**config.mk**
```make
export PLATFORM = sky130hd
export DESIGN_NAME = axi_reg_bank
export DESIGN_NICKNAME = d
export VERILOG_FILES = /design/src/rtl/reg_bank_pkg.sv /design/src/rtl/sticky_status.sv /design/src/rtl/axi_reg_bank.sv
export SDC_FILE = /design/constraint.sdc
export NUM_CORES = 1
export LEC_CHECK = 0
export CAP_MARGIN = 20
export CORE_AREA = 8 8 203 302
export DETAILED_ROUTE_END_ITERATION = 12
export DIE_AREA = 0 0 211 310
export PLACE_DENSITY_LB_ADDON = 0.1
export SYNTH_ARGS = -nofsm -noshare
export SYNTH_HDL_FRONTEND = slang
export SYNTH_SLANG_ARGS = --single-unit
export TNS_END_PERCENT = 30
```
**constraint.sdc**
```tcl
create_clock -name clk -period 8.7 [get_ports clk]
set_input_delay 1.74 -clock clk [delete_from_list [all_inputs] [get_ports clk]]
set_output_delay 1.74 -clock clk [all_outputs]
set_load 0.02 [all_outputs]
```
**src/rtl/reg_bank_pkg.sv**
```systemverilog
// Register map and shared constants for the AXI control/status register bank.
package reg_bank_pkg;
  localparam int unsigned REG_ID      = 0;
  localparam int unsigned REG_CTRL    = 1;
  localparam int unsigned REG_STATUS  = 2;
  localparam int unsigned REG_IRQ_EN  = 3;
  localparam int unsigned REG_SCRATCH = 4;
  localparam int unsigned REG_CYC_LO  = 5;
  localparam int unsigned REG_CYC_HI  = 6;
  localparam int unsigned REG_GP_BASE = 8;

  localparam logic [31:0] DEFAULT_ID = 32'h1234_5678;
endpackage

```
**src/rtl/sticky_status.sv**
```systemverilog
// Sticky event bits with write-one-to-clear; a set in the same cycle beats the clear.
module sticky_status #(
  parameter int N = 8
) (
  input  logic         clk,
  input  logic         reset,
  input  logic [N-1:0] set,
  input  logic [N-1:0] clr,
  input  logic         clr_en,
  output logic [N-1:0] status
);
  always_ff @(posedge clk) begin
    if (reset) status <= '0;
    else       status <= (status & ~(clr & {N{clr_en}})) | set;
  end
endmodule

```
**src/rtl/axi_reg_bank.sv**
```systemverilog
// Control/status register bank driven by the axi_registers read/write strobes.
module axi_reg_bank
  import reg_bank_pkg::*;
#(
  parameter int          NREGS         = 16,
  parameter int          NEVENTS       = 8,
  parameter logic [31:0] ID_VALUE      = DEFAULT_ID,
  parameter logic [31:0] CTRL_RESET    = 32'h0,
  parameter logic [31:0] SCRATCH_RESET = 32'haabbccdd,
  localparam int         RWIDTH        = $clog2(NREGS)
) (
  input  logic               clk,
  input  logic               reset,
  input  logic [RWIDTH-1:0]  i_rreg,
  input  logic [RWIDTH-1:0]  i_wreg,
  input  logic [31:0]        i_wdata,
  input  logic               i_rd,
  input  logic               i_wr,
  output logic [31:0]        o_rdata,
  output logic [31:0]        o_ctrl,
  output logic               o_ctrl_strobe,
  input  logic [NEVENTS-1:0] i_event,
  output logic               o_irq
);
  logic [31:0]        ridx, widx;
  logic [NEVENTS-1:0] status, irq_en;
  logic [31:0]        scratch, cyc_hi;
  logic [63:0]        cnt;
  logic [31:0]        gp [NREGS];

  assign ridx = 32'(i_rreg);
  assign widx = 32'(i_wreg);

  sticky_status #(.N(NEVENTS)) u_status (
    .clk    (clk),
    .reset  (reset),
    .set    (i_event),
    .clr    (i_wdata[NEVENTS-1:0]),
    .clr_en (i_wr && widx == REG_STATUS),
    .status (status)
  );

  always_ff @(posedge clk) begin
    if (reset) begin
      o_ctrl        <= CTRL_RESET;
      o_ctrl_strobe <= 1'b0;
      irq_en        <= '0;
      scratch       <= SCRATCH_RESET;
      cyc_hi        <= '0;
      cnt           <= '0;
      o_irq         <= 1'b0;
      for (int i = 0; i < NREGS; i++) gp[i] <= '0;
    end else begin
      o_ctrl_strobe <= 1'b0;
      if (i_wr) begin
        case (widx)
          REG_CTRL:    begin o_ctrl <= i_wdata; o_ctrl_strobe <= 1'b1; end
          REG_IRQ_EN:  irq_en  <= i_wdata[NEVENTS-1:0];
          REG_SCRATCH: scratch <= i_wdata;
          default:     if (widx >= REG_GP_BASE) gp[i_wreg] <= i_wdata;
        endcase
      end
      // Low-word load keeps the high word; otherwise free-run and wrap
      if (i_wr && widx == REG_CYC_LO) cnt <= {cnt[63:32], i_wdata};
      else                            cnt <= cnt + 64'd1;
      // Snapshot the pre-edge high word so it pairs with the low word just read
      if (i_rd && ridx == REG_CYC_LO) cyc_hi <= cnt[63:32];
      o_irq <= |(status & irq_en);
    end
  end

  always_comb begin
    o_rdata = '0;
    case (ridx)
      REG_ID:      o_rdata = ID_VALUE;
      REG_CTRL:    o_rdata = o_ctrl;
      REG_STATUS:  o_rdata[NEVENTS-1:0] = status;
      REG_IRQ_EN:  o_rdata[NEVENTS-1:0] = irq_en;
      REG_SCRATCH: o_rdata = scratch;
      REG_CYC_LO:  o_rdata = cnt[31:0];
      REG_CYC_HI:  o_rdata = cyc_hi;
      default:     if (ridx >= REG_GP_BASE) o_rdata = gp[i_rreg];
    endcase
  end
endmodule

```
==> flow_results.xml <==
<?xml version="1.0" encoding="UTF-8"?>
<metrics>
  <group name="run_status">
    <metric name="outcome" unit="">finished clean</metric>
  </group>
  <group name="global_route">
    <metric name="via_count_of_the_first_global_routing_pass" unit="">14200</metric>
    <metric name="gr-total-overflow" unit="">0</metric>
    <metric name="antenna_violations_before_repair" unit="">4</metric>
    <metric name="groute.usage.overall" unit="%">21.1</metric>
    <metric name="grt_first_pass_wirelength" unit="mm">101</metric>
    <metric name="pin_count_of_the_biggest_net_entering_global_routing" unit="">85</metric>
  </group>
  <group name="cells_and_area">
    <metric name="mostFrequentLayoutCells" unit="">259 x sky130_fd_sc_hd__and2_1, 257 x sky130_fd_sc_hd__nand2_1, 256 x sky130_fd_sc_hd__edfxtp_1, 178 x sky130_fd_sc_hd__dfxtp_1, 116 x sky130_fd_sc_hd__a21oi_1</metric>
    <metric name="fillerInstances" unit="">5459</metric>
    <metric name="syn_to_final_growth" unit="%">17.5</metric>
    <metric name="layout.cells.most_common" unit="">sky130_fd_sc_hd__and2_1</metric>
    <metric name="post_route_cells_drive_above_1_share" unit="%">12.9</metric>
    <metric name="num_antenna_cells" unit="">0</metric>
    <metric name="layout.core_utilization" unit="%">40.6</metric>
    <metric name="number_of_nets_at_the_end_of_the_flow" unit="">1868</metric>
  </group>
  <group name="cts">
    <metric name="clk_latency" unit="ns">0.56</metric>
    <metric name="clk_path_buf_depth" unit="">3</metric>
    <metric name="htree_levels" unit="">2</metric>
    <metric name="clkSlewWorstSetupHoldPaths" unit="ns">0.06</metric>
    <metric name="number_of_buffers_inserted_during_clock_tree_synthesis" unit="">46</metric>
    <metric name="clockRootBuffer" unit="">sky130_fd_sc_hd__clkbuf_16</metric>
    <metric name="cts_resized" unit="">0</metric>
    <metric name="cts_post_setup_buffers_inserted" unit="">0</metric>
    <metric name="cts.sink_count" unit="">434</metric>
    <metric name="cts.hold.buffers_added" unit="">0</metric>
    <metric name="cts_tree" unit="">done</metric>
  </group>
  <group name="floorplan">
    <metric name="die_height" unit="um">310</metric>
    <metric name="initial_utilization" unit="%">34.5</metric>
    <metric name="core" unit="mm^2">0.0572</metric>
    <metric name="die_ar" unit="mm^2">0.0654</metric>
    <metric name="num_rows" unit="">108</metric>
    <metric name="floorplan.die.width" unit="um">211</metric>
    <metric name="design.portCount" unit="">118</metric>
  </group>
  <group name="drt">
    <metric name="drtPass1Iterations" unit="">8</metric>
    <metric name="via_per_inst" unit="">5.37</metric>
    <metric name="route.detailed.wl_per_inst" unit="um">26.7</metric>
    <metric name="postRouteWirelength" unit="mm">70.0</metric>
    <metric name="remaining_drc_errors" unit="">0</metric>
    <metric name="ant_nets" unit="">0</metric>
    <metric name="via_count" unit="">14100</metric>
    <metric name="drt_iter0_drc" unit="">1185</metric>
  </group>
  <group name="synthesis">
    <metric name="post_synth_num_cell_types" unit="">47</metric>
    <metric name="synth_sequential_area_ratio" unit="%">57.0</metric>
    <metric name="top_ff_cell_synth" unit="">sky130_fd_sc_hd__edfxtp_1</metric>
    <metric name="synth_top_area_share" unit="%">38.9</metric>
    <metric name="yosys_warnings" unit="">0</metric>
    <metric name="postSynthNetCount" unit="">1824</metric>
    <metric name="post_synth_inst_count" unit="">1771</metric>
    <metric name="synth_area_leaders" unit="">sky130_fd_sc_hd__edfxtp_1 39%, sky130_fd_sc_hd__dfxtp_1 18%, sky130_fd_sc_hd__and2_1 8.2%</metric>
    <metric name="yosys.area.top_type" unit="">sky130_fd_sc_hd__edfxtp_1</metric>
    <metric name="syn-mean-instance-area" unit="um^2">11.1</metric>
    <metric name="async_reset_ff_share" unit="%">0</metric>
    <metric name="synth_edf_count" unit="">256</metric>
    <metric name="ys_ff_latch" unit="">434</metric>
    <metric name="syn_area" unit="mm^2">0.0197</metric>
  </group>
  <group name="sta">
    <metric name="finClkSkew" unit="ns">0.0187</metric>
    <metric name="timing.final.crit_share" unit="%">75.4</metric>
    <metric name="max_freq" unit="GHz">0.152</metric>
    <metric name="hold_viol_final" unit="">0</metric>
    <metric name="tightestPinTransition" unit="ns">1.13</metric>
    <metric name="final_period_minus_worst_setup_slack" unit="ns">6.56</metric>
    <metric name="worst_slew_margin_rel" unit="%">23.9</metric>
    <metric name="grt_setup_unrepaired" unit="">no</metric>
    <metric name="setup_viol" unit="">0</metric>
    <metric name="report.final.slew_viol_count" unit="">0</metric>
    <metric name="fin_tns_setup" unit="ns">0</metric>
  </group>
  <group name="worst_setup_path">
    <metric name="critical_path_arrival" unit="ns">4.82</metric>
    <metric name="cp.required" unit="ns">6.96</metric>
    <metric name="crit_buf_inv" unit="">3</metric>
    <metric name="worstPathCellList" unit="">buf_4 -&gt; buf_4 -&gt; mux4_2 -&gt; mux2_2 -&gt; nand2_1 -&gt; nand3_1 -&gt; clkdlybuf4s50_1</metric>
    <metric name="critPathMaxFanout" unit="">38</metric>
    <metric name="max_stage_delay" unit="ns">0.71</metric>
    <metric name="timing.critical_path.mode_cell" unit="">sky130_fd_sc_hd__buf_4</metric>
    <metric name="reg2reg_depth" unit="">6</metric>
    <metric name="start_kind" unit="">input port</metric>
    <metric name="largest_delay_contributor_family_on_the_critical_path" unit="">buffers and inverters</metric>
    <metric name="criticalPathCategory" unit="">input port to output port</metric>
    <metric name="worst_path_max_delay_cell" unit="">sky130_fd_sc_hd__buf_4</metric>
    <metric name="critical_path_cell_count" unit="">7</metric>
    <metric name="cp-end-kind" unit="">output port</metric>
  </group>
  <group name="power">
    <metric name="cellPowerDensity" unit="mW/mm^2">204</metric>
    <metric name="static_leakage" unit="nW">7.77</metric>
    <metric name="peakVddDrop" unit="uV">130</metric>
  </group>
  <group name="placement">
    <metric name="place_congestion" unit="">0.848</metric>
    <metric name="post-dp-hpwl" unit="mm">43.7</metric>
    <metric name="port_buffers" unit="">117</metric>
  </group>
  <group name="job">
    <metric name="timing.max_cap.violations" unit="">0</metric>
  </group>
  <group name="hold_path">
    <metric name="min_path_cells" unit="">2</metric>
    <metric name="hold_path_class" unit="">register to register</metric>
  </group>
</metrics>
-- area by class of cell --
cell class              instances  area (um^2)  area share (%)
repair buffers                153         1450            6.24
multi-input cells            1173         7930            34.2
inverters                       7         26.3           0.113
flip-flops and latches        434        11300            48.5
well taps                     770          963            4.15
clock buffers                  73         1390            5.97
clock inverters                12          184           0.793
-- layer usage --
metal,routed length [um],global-route usage (%)
met3,3350,2.16
met4,1610,5.76
met5,13,0
met1,29100,27.0
met2,35900,37.5
-- flip-flops by register name, indices dropped and copies added (netlist names) --
signal           cells
gp                 256
cnt                 64
cyc_hi              32
o_ctrl              32
scratch             32
irq_en               8
u_status.status      8
o_ctrl_strobe        1
o_irq                1
-- worst reg2reg max path, cell delays in order (launching register included) --
cell and delay [ns]:
sky130_fd_sc_hd__dfxtp_1 0.42, sky130_fd_sc_hd__ha_1 0.27, sky130_fd_sc_hd__nand4_1 0.22, sky130_fd_sc_hd__or4_1 0.71
sky130_fd_sc_hd__or4_1 0.78, sky130_fd_sc_hd__or4_1 0.60, sky130_fd_sc_hd__a21oi_1 0.14
-- kinds of logic (layout without fill, tap and decap cells) --
| family | after synthesis | after routing | synth area share [%] |
|---|---|---|---|
| and+or+nand+nor | 792 | 792 | 20.9 |
| buffers and inverters | 164 | 245 | 3.13 |
| adders and majority gates | 1 | 1 | 0.0634 |
| DFF | 434 | 434 | 57.0 |
| xor gates and xnor gates | 35 | 35 | 1.55 |
| muxes | 110 | 110 | 9.87 |
| AOI/OAI and AO/OA | 235 | 235 | 7.47 |
-- synth_stat cells, types with 22 or more instances --
library cell	number
sky130_fd_sc_hd__a21oi_1	116
sky130_fd_sc_hd__edfxtp_1	256
sky130_fd_sc_hd__and2_1	259
sky130_fd_sc_hd__a22oi_1	50
sky130_fd_sc_hd__nand3_1	44
sky130_fd_sc_hd__mux2_2	37
sky130_fd_sc_hd__nand4_1	23
sky130_fd_sc_hd__clkbuf_1	148
sky130_fd_sc_hd__mux4_2	64
sky130_fd_sc_hd__dfxtp_1	178
sky130_fd_sc_hd__xnor2_1	26
sky130_fd_sc_hd__nor2_1	82
sky130_fd_sc_hd__a211oi_1	28
sky130_fd_sc_hd__nand3b_1	22
sky130_fd_sc_hd__nand2_1	258
-- worst paths after layout --
check	start	to	slack [ns]
worst min register to register	scratch[18]	scratch[18]	0.46
worst max register to register	cnt[1]	cnt[48]	5.48
worst min-delay path	scratch[18]	scratch[18]	0.46
worst max-delay path	i_rreg[0]	o_rdata[21]	2.14
-- per-stage QoR --
step	setup WS [ns]	std cells	hold slack, ns	total power [mW]	area (um^2)
2_1_floorplan	2.96	1771	0.436	2.53	19700
6_report	2.14	2622	0.460	4.73	23200
5_1_grt	1.91	2622	0.474	4.88	23200
4_1_cts	2.03	2621	0.456	4.78	23200
3_5_place_dp	2.03	2536	0.448	2.71	21600
3_3_place_gp	2.02	2535	0.443	2.71	21600
-- power breakdown --
part	internal, mW	switching (mW)
logic	0.153	0.226
registers	2.25	0.0339
clock network	1.24	0.830
(Power assumes the default switching activity.)
